`config.mk`:
```
export PLATFORM = sky130hd
export DESIGN_NAME = fft8_output_reorder
export DESIGN_NICKNAME = d
export VERILOG_FILES = /design/src/rtl/fft8_output_reorder.sv
export SDC_FILE = /design/constraint.sdc
export NUM_CORES = 1
export LEC_CHECK = 0
export CORE_MARGIN = 5
export CORE_UTILIZATION = 50
export CTS_BUF_LIST = sky130_fd_sc_hd__clkbuf_4 sky130_fd_sc_hd__clkbuf_8
export DETAILED_ROUTE_END_ITERATION = 6
export GPL_ROUTABILITY_DRIVEN = 0
export MAX_ROUTING_LAYER = met4
export PLACE_DENSITY = 0.74
export SLEW_MARGIN = 0
export SYNTH_ARGS = -nofsm -noshare
export SYNTH_HDL_FRONTEND = slang
export SYNTH_SLANG_ARGS = --single-unit
```
`constraint.sdc`:
```
create_clock -name i_clk -period 1.9 [get_ports i_clk]
set_clock_uncertainty 0.15 [all_clocks]
set_input_delay 0.38 -clock i_clk [delete_from_list [all_inputs] [get_ports i_clk]]
set_output_delay 0.38 -clock i_clk [all_outputs]
set_load 0.01 [all_outputs]
```
`src/rtl/fft8_output_reorder.sv`:
```
// Output reorder buffer: collects butterfly result pairs into a frame and streams bins out in natural order.
// Optional FFT_REORDER_PINGPONG_EN adds a second frame bank so fill and drain can overlap.
module fft8_output_reorder #(
    parameter int unsigned SIZE_DATA = 32,
    parameter int unsigned N_POINTS  = 8
) (
    input  logic                        i_clk,
    input  logic                        i_rst,
    input  logic                        i_valid,
    output logic                        o_ready,
    input  logic [SIZE_DATA-1:0]        i_data_0,
    input  logic [SIZE_DATA-1:0]        i_data_1,
    output logic                        o_valid,
    input  logic                        i_ready,
    output logic [SIZE_DATA-1:0]        o_data,
    output logic [$clog2(N_POINTS)-1:0] o_index,
    output logic                        o_last
);
    localparam int unsigned ADDR_W = $clog2(N_POINTS);
    localparam int unsigned PAIR_W = ADDR_W - 1;
    localparam int unsigned NPAIR  = N_POINTS / 2;
`ifdef FFT_REORDER_PINGPONG_EN
    localparam int unsigned NBANK  = 2;
`else
    localparam int unsigned NBANK  = 1;
`endif

    typedef logic [SIZE_DATA-1:0] word_t;

    word_t              mem_q [NBANK][N_POINTS];
    word_t              mem_d [NBANK][N_POINTS];
    logic [PAIR_W-1:0]  wr_q, wr_d;
    logic [ADDR_W-1:0]  rd_q, rd_d;
    logic               valid_q, valid_d;
    logic               ready_q, ready_d;
    logic               last_q, last_d;
    word_t              data_q, data_d;
    logic [ADDR_W-1:0]  index_q, index_d;
    logic               in_fire, out_fire;

    function automatic logic [ADDR_W-1:0] bitrev(input logic [ADDR_W-1:0] a);
        logic [ADDR_W-1:0] r;
        for (int i = 0; i < int'(ADDR_W); i++) begin
            r[i] = a[int'(ADDR_W) - 1 - i];
        end
        return r;
    endfunction

    assign in_fire  = i_valid & ready_q;
    assign out_fire = valid_q & i_ready;

`ifdef FFT_REORDER_PINGPONG_EN
    logic [1:0] full_q, full_d;
    logic       wb_q, wb_d, rb_q, rb_d;

    // Fill bank wb and drain bank rb independently; flags arbitrate ownership.
    always_comb begin
        mem_d  = mem_q;
        wr_d   = wr_q;
        rd_d   = rd_q;
        full_d = full_q;
        wb_d   = wb_q;
        rb_d   = rb_q;
        if (in_fire) begin
            mem_d[wb_q][{wr_q, 1'b0}] = i_data_0;
            mem_d[wb_q][{wr_q, 1'b1}] = i_data_1;
            if (wr_q == PAIR_W'(NPAIR - 1)) begin
                wr_d         = '0;
                full_d[wb_q] = 1'b1;
                wb_d         = ~wb_q;
            end else begin
                wr_d = wr_q + PAIR_W'(1);
            end
        end
        if (out_fire) begin
            if (rd_q == ADDR_W'(N_POINTS - 1)) begin
                rd_d         = '0;
                full_d[rb_q] = 1'b0;
                rb_d         = ~rb_q;
            end else begin
                rd_d = rd_q + ADDR_W'(1);
            end
        end
        ready_d = ~full_d[wb_d];
        valid_d = full_d[rb_d];
        index_d = rd_d;
        last_d  = valid_d && (rd_d == ADDR_W'(N_POINTS - 1));
        data_d  = valid_d ? mem_d[rb_d][bitrev(rd_d)] : '0;
    end
`else
    typedef enum logic {FILL, DRAIN} state_t;
    state_t state_q, state_d;

    // Single bank: accept a whole frame, then stream it out before accepting more.
    always_comb begin
        mem_d   = mem_q;
        wr_d    = wr_q;
        rd_d    = rd_q;
        state_d = state_q;
        case (state_q)
            FILL: begin
                if (in_fire) begin
                    mem_d[0][{wr_q, 1'b0}] = i_data_0;
                    mem_d[0][{wr_q, 1'b1}] = i_data_1;
                    if (wr_q == PAIR_W'(NPAIR - 1)) begin
                        wr_d    = '0;
                        state_d = DRAIN;
                    end else begin
                        wr_d = wr_q + PAIR_W'(1);
                    end
                end
            end
            DRAIN: begin
                if (out_fire) begin
                    if (rd_q == ADDR_W'(N_POINTS - 1)) begin
                        rd_d    = '0;
                        state_d = FILL;
                    end else begin
                        rd_d = rd_q + ADDR_W'(1);
                    end
                end
            end
            default: state_d = FILL;
        endcase
        ready_d = (state_d == FILL);
        valid_d = (state_d == DRAIN);
        index_d = rd_d;
        last_d  = valid_d && (rd_d == ADDR_W'(N_POINTS - 1));
        data_d  = valid_d ? mem_d[0][bitrev(rd_d)] : '0;
    end
`endif

    // Outputs are computed from next state so the first bin is ready with o_valid.
    always_ff @(posedge i_clk) begin
        if (i_rst) begin
            for (int b = 0; b < int'(NBANK); b++) begin
                for (int i = 0; i < int'(N_POINTS); i++) begin
                    mem_q[b][i] <= '0;
                end
            end
            wr_q    <= '0;
            rd_q    <= '0;
            valid_q <= 1'b0;
            ready_q <= 1'b1;
            last_q  <= 1'b0;
            data_q  <= '0;
            index_q <= '0;
`ifdef FFT_REORDER_PINGPONG_EN
            full_q  <= '0;
            wb_q    <= 1'b0;
            rb_q    <= 1'b0;
`else
            state_q <= FILL;
`endif
        end else begin
            mem_q   <= mem_d;
            wr_q    <= wr_d;
            rd_q    <= rd_d;
            valid_q <= valid_d;
            ready_q <= ready_d;
            last_q  <= last_d;
            data_q  <= data_d;
            index_q <= index_d;
`ifdef FFT_REORDER_PINGPONG_EN
            full_q  <= full_d;
            wb_q    <= wb_d;
            rb_q    <= rb_d;
`else
            state_q <= state_d;
`endif
        end
    end

    assign o_valid = valid_q;
    assign o_ready = ready_q;
    assign o_data  = data_q;
    assign o_index = index_q;
    assign o_last  = last_q;

endmodule

```
==> flow_metrics.env, run 1 <==
export IMPL_synth_top_area_share_pct=51.2
export IMPL_vias=11800
export IMPL_switching_share_pct=26.6
export IMPL_post_route_min_period_ns=2.28
export IMPL_synth_most_common_cell="dfxtp_1"
export IMPL_synthArstFlopShare_pct=0
export IMPL_synth_edf_count=0
export IMPL_crit_chain="inv_1, ha_1, nand4b_1, buf_6, clkbuf_16, mux2i_1, o22ai_1, o21ai_1, nand2_1"
export IMPL_wirelength_um=48900
export IMPL_synth_common_cells="dfxtp_1, nor2_1, mux2i_1"
export IMPL_tns_ns=-16.17
export IMPL_grt_pass1_wl_um=58200
export IMPL_arrival_ns=2.57
export IMPL_ff2ff_path_depth=9
export IMPL_dp_hpwl_um=18500
export IMPL_p_switching_uw=4080
export IMPL_yosysWarnings=0
export IMPL_critical_path_buf_inv_count=3
export IMPL_fp_dieH_um=162
export IMPL_nets=1626
export IMPL_crit_path_start_kind="flip-flop"
export IMPL_setup_slack_ns=-0.378
export IMPL_p_int_uw=11300
export IMPL_worstPathRequired_ns=2.19
export IMPL_synth_net_count=1246
export IMPL_wl_per_cell_um=26.1
export IMPL_cts_htree_levels=2
export IMPL_rsz0062_at_grt="true"
export IMPL_synthFlopType="dfxtp_1"
export IMPL_synth_top_cell_by_area="dfxtp_1"
export IMPL_path_clk_slew_ns=0.07
export IMPL_critPathKind="reg2reg"
export IMPL_post_route_period_util_pct=120
export IMPL_fp_coreArea_um2=22700
export IMPL_cts_root_buf="clkbuf_8"
export IMPL_endpoint="o_data[0]"
export IMPL_diodes=0
export IMPL_status="finished with violations"
export IMPL_holdCritPathClass="reg2reg"
export IMPL_setup_viol=151
export IMPL_rrSetupSlack_ns=-0.38
export IMPL_path_max_fanout=16
export IMPL_hold_viol_final=0
export IMPL_grt_busiest_layer="met2"
export IMPL_cts_tree="built"
export IMPL_synth_seq_cells=296
export IMPL_fp_row_count=55
export IMPL_numClockSinks=296
export IMPL_cap_violations=0
export IMPL_portBuffers=105
export IMPL_avgSynthCellArea_um2=9.88
export IMPL_initial_core_util_pct=51.0
export IMPL_die_x_um=162
export IMPL_dr_pass1_iters=6
export IMPL_placed_cells=1710
export IMPL_synth_seq_area_share_pct=51.2
export IMPL_die_area_um2=26300
export IMPL_syn_inst=1172
export IMPL_cpPeakStageDelay_ns=0.37
export IMPL_pwr_share_comb_pct=16.4
export IMPL_vias_per_cell=6.29
export IMPL_use_met1_pct=34.0
export IMPL_min_delay_start="mem_q[186]"
export IMPL_drc=0
export IMPL_grt_overflow_total=0
export IMPL_grt_max_degree=75
export IMPL_violations="setup timing"
export IMPL_crit_slowest_cell="mux2i_1"
export IMPL_drive_gt1_share_pct=39.6
export IMPL_synth_area_top_cells="dfxtp_1, mux2i_1, nor2_1"
export IMPL_crit_start="wr_q[1]"
export IMPL_drt_iter0_markers=1226
export IMPL_ys_types=31
export IMPL_ir_worst_vdd_mv=0.526
export IMPL_cp_num_cells=9
export IMPL_cts_buffers_inserted=48
export IMPL_insertion_delay_ns=0.58
export IMPL_report_final_slew_viol_count=0
export IMPL_use_met2_pct=47.1
export IMPL_max_slew_margin_pct=64.0
export IMPL_leakage_uw=0.00823
export IMPL_ant_nets=0
export IMPL_grt_total_usage_pct=28.3
export IMPL_power_frac_seq_pct=42.6
export IMPL_r2r_start="wr_q[1]"
export IMPL_fmax_mhz=439
export IMPL_worst_setup_path_end_kind="flip-flop"
export IMPL_ioPinCount=106
export IMPL_p_per_area_nw_per_um2=807
export IMPL_grt_pass1_vias=10800
export IMPL_cts_buffer_depth=3
export IMPL_crit_family="buffers and inverters"
export IMPL_antenna_found_initial=0
export IMPL_syn_area_um2=11600
export IMPL_syn2layout_area_growth_pct=64.2
export IMPL_r2r_end="o_data[0]"
export IMPL_pwr_share_clk_pct=41.0
export IMPL_final_cells=1875
export IMPL_tightest_slew_ns=0.537
export IMPL_use_met3_pct=4.90
## tightest hold or removal path: cells and delay by family (launching register included)
kind,cells,cell delay (ns)
flops,1,0.30
mux,1,0.08
simple gates,1,0.08
## what timing repair did
item,in CTS,in global routing
gates resized for setup,167,328
pin swaps,39,49
hold buffers,1,0
buffers inserted,50,37
cloned,19,8
endpoints found under the setup margin,159,181
hold endpoints to repair,1,0
## power groups by stage
stage | clock, uW | combinational [uW] | sequential (uW)
after CTS | 6070 | 1820 | 6480
after floorplan | 0 | 776 | 6590
after global routing | 6540 | 2600 | 6550
after detailed placement | 0 | 1510 | 6610
after global placement | 0 | 1480 | 6600
final | 6290 | 2520 | 6540
## metrics by stage
stage                     utilization (%)  hold WS, ns  cell area (um2)  power, uW  worst slack, ns
after floorplan                         -        0.310            11700       7370         -0.00304
final                                83.7        0.349            19000      15300           -0.378
after detailed placement             64.8        0.331            14700       8120           -0.595
after global routing                 83.7        0.387            19000      15700           -0.431
after CTS                            75.5        0.345            17100      14400           -0.219
after global placement               64.8        0.320            14700       8080           -0.557
## logic make-up after synthesis
kind of cell	share of synthesized area [%]
adder cells (fa/ha/maj)	0.648
flip-flops	51.2
buffers and inverters	4.72
multiplexers	22.2
AND/OR/NAND/NOR	10.7
AO/OA/AOI/OAI	10.5
## area by class of cell
class,instances,area (um2)
Tap cell,285,357
Timing Repair Buffer,421,4720
Inverter,4,15.0
Multi-Input combinational cell,781,6890
Clock buffer,83,1030
Fill cell,936,3700
Clock inverter,5,53.8
Sequential cell,296,5940
## layout by cell type, fill, tap and decap left out, types with 4 or more instances in the layout
cell and n:
o21ai_1 56, clkbuf_16 8, mux2i_2 53, nor2_1 235, dfxtp_1 289, buf_6 83, buf_4 161, buf_12 39
ha_4 4, o22ai_2 15, dlygate4sd2_1 35, nor2_2 22, o21ai_2 8, dfxtp_4 4, clkbuf_4 18, nor2_4 4
clkdlybuf4s50_1 66, nand2_1 38, mux2i_1 107, a21oi_1 4, nand4b_1 5, buf_8 6, clkbuf_8 65, o22ai_4 5
mux2i_4 97, o22ai_1 108, buf_16 17
## layer usage
metal / vias to the layer above / wire length (um)
met1: 5623 / 17100
met5: - / 0
met4: 0 / 3770
li1: 4898 / -
met3: 330 / 4870
met2: 941 / 23200
## registers in the layout, summed over array words and instances, names as in the netlist
signal,cells
state_q,1
wr_q,2
o_index,3
mem_q,256
o_data,32
o_last,1
o_ready,1
## worst min path at each step
stage	to	depth (start not counted)
global placement	mem_q[62]	2
detailed placement	mem_q[62]	2
finish	mem_q[186]	2
global route	mem_q[187]	2
CTS	mem_q[160]	2
floorplan	mem_q[127]	2
Power figures use the tool's default switching activity.
==> run 2: changes to the inputs <==
ABC_CLOCK_PERIOD_IN_PS = 1900   (was not set)
==> results of run 2 <==
No change in the layout: final DEF, timing and power equal those of run 1.
==> run 3: changes to the inputs <==
CORE_UTILIZATION = 40   (was 50)
PLACE_DENSITY = not set   (was 0.74)
==> run 3 against run 2 <==
Compared with the run above:
- the run still ends with setup timing left
- critical path type unchanged
- clock power shrank 4.6%
- total power shrank 5.4%
- maximum frequency grew 8.4%
- clock-buffer cell count shrank 3
- hold slack lost 0.31 ns
- setup slack gained 0.18 ns
- non-clock buffer count shrank 14
- register-to-register slack gained 0.18 ns
- flip-flop and latch count is the same
- wire length shrank 24%
==> flow_metrics.env, run 3 (same netlist as run 1, synthesis figures left out) <==
export IMPL_path_clk_slew_ns=0.06
export IMPL_drc=0
export IMPL_nets=1614
export IMPL_mostFrequentLayoutCells="dfxtp_1, nor2_1, buf_4"
export IMPL_power_frac_seq_pct=44.8
export IMPL_diodes=0
export IMPL_post_route_min_period_ns=2.10
export IMPL_final_common_cell="dfxtp_1"
export IMPL_grt_pass1_vias=10300
export IMPL_syn2layout_area_growth_pct=58.9
export IMPL_crit_top_cell="buf_12"
export IMPL_fin_util_pct=64.3
export IMPL_critPathKind="reg2reg"
export IMPL_crit_chain="inv_2, buf_6, ha_4, nand4b_1, buf_12, buf_12, buf_4, mux2i_1, o22ai_1, o21ai_2, nand2_1"
export IMPL_crit_slowest_cell="dfxtp_2"
export IMPL_drive_gt1_share_pct=36.4
export IMPL_path_max_fanout=9
export IMPL_tightest_slew_ns=0.666
export IMPL_largest_reg_flops=256
export IMPL_wl_per_cell_um=18.8
export IMPL_whs_ns=0.0399
export IMPL_wirelength_um=36900
export IMPL_grt_pass1_wl_um=54000
export IMPL_setup_viol=68
export IMPL_vias_per_cell=5.24
export IMPL_insertion_delay_ns=0.58
export IMPL_p_total_uw=14500
export IMPL_holdCritPathClass="in2reg"
export IMPL_drt_iter0_markers=640
export IMPL_cap_violations=0
export IMPL_ctsHoldBuffers=0
export IMPL_arrival_ns=2.43
export IMPL_fp_coreArea_um2=28600
export IMPL_rsz0062_at_grt="true"
export IMPL_p_int_uw=10900
export IMPL_post_route_period_util_pct=111
export IMPL_ir_worst_vdd_mv=0.707
export IMPL_max_flop_register="mem_q"
export IMPL_ant_nets=0
export IMPL_worst_setup_path_end_kind="flip-flop"
export IMPL_placed_cell_area_um2=14900
export IMPL_fmax_mhz=476
export IMPL_cts_buffers_inserted=50
export IMPL_fp_row_count=62
export IMPL_p_per_area_nw_per_um2=789
export IMPL_die_x_um=180
export IMPL_grt_total_usage_pct=20.7
export IMPL_portBuffers=105
export IMPL_fp_dieH_um=180
export IMPL_pwr_share_comb_pct=13.9
export IMPL_cts_htree_levels=2
export IMPL_report_final_slew_viol_count=0
export IMPL_dr_pass1_iters=5
export IMPL_design_area_um2=18400
export IMPL_violations="setup timing"
export IMPL_hold_viol_final=0
export IMPL_max_slew_margin_pct=55.6
export IMPL_crit_path_start_kind="flip-flop"
export IMPL_initial_core_util_pct=40.5
export IMPL_p_switching_uw=3600
export IMPL_numClockSinks=296
export IMPL_dp_hpwl_um=19000
export IMPL_tns_ns=-6.29
export IMPL_ioPinCount=106
export IMPL_leakage_uw=0.00820
export IMPL_pwr_share_clk_pct=41.3
export IMPL_worstPathRequired_ns=2.23
export IMPL_antenna_found_initial=0
export IMPL_grt_overflow_total=0
export IMPL_cts_buffer_depth=3
export IMPL_cpPeakStageDelay_ns=0.36
export IMPL_grt_max_degree=140
export IMPL_die_area_um2=32500
export IMPL_cts_root_buf="clkbuf_8"
export IMPL_switching_share_pct=24.8
export IMPL_setup_slack_ns=-0.201
export IMPL_status="finished with violations"
export IMPL_cts_tree="built"
export IMPL_vias=10300
run 3: area by class of cell:
class | count | area [um2]
clock buffers | 80 | 976
clock inverters | 11 | 91.3
fillers | 2204 | 10200
inverters | 4 | 15.0
multi-input cells | 781 | 6440
flip-flops and latches | 296 | 5940
well taps | 384 | 480
repair buffers | 407 | 4450
run 3: metrics by stage:
step | std cells | setup slack [ns]
2_1_floorplan | 1172 | -0.00304
3_3_place_gp | 1808 | -0.487
3_5_place_dp | 1808 | -0.499
4_1_cts | 1940 | -0.205
5_1_grt | 1963 | -0.327
6_report | 1963 | -0.201
run 3: worst paths after layout:
check,start,endpoint,slack (ns),cells after the start
worst max-delay path,wr_q[0],o_data[30],-0.20,11
worst min-delay path,i_rst,state_q,0.04,3
worst max register to register,wr_q[0],o_data[30],-0.20,11
worst min register to register,mem_q[39],mem_q[39],0.34,2
run 3: repair_timing:
item / in CTS / in global routing
gates resized for setup: 133 / 239
endpoints found under the hold margin: 0 / 0
pin swaps: 26 / 43
setup endpoints to repair: 85 / 150
gates cloned: 12 / 15
setup buffers: 30 / 26
run 3: worst max-delay path: cells and delay by family, from the launching register on:
kind / cells / cell delay, ns
buf+inv: 5 / 0.68
flops: 1 / 0.36
mux: 1 / 0.24
compound gates: 2 / 0.23
simple gates: 2 / 0.22
fa+ha+maj: 1 / 0.14
run 3: metal layers:
metal | track usage (%) | up-vias | part of all wire, % | wire length [um]
li1 | - | 4874 | - | -
met1 | 25.9 | 5028 | 43 | 15800
met5 | - | - | 0 | 0
met4 | 5.90 | 0 | 2.4 | 875
met3 | 3.55 | 84 | 4.8 | 1770
met2 | 34.7 | 295 | 50 | 18500
run 3: power groups by stage:
stage | logic (uW) | registers [uW] | clock network (uW)
after floorplan | 776 | 6590 | 0
after global placement | 1550 | 6600 | 0
after detailed placement | 1570 | 6610 | 0
after CTS | 1760 | 6480 | 6100
after global routing | 2140 | 6520 | 6420
final | 2010 | 6500 | 6000
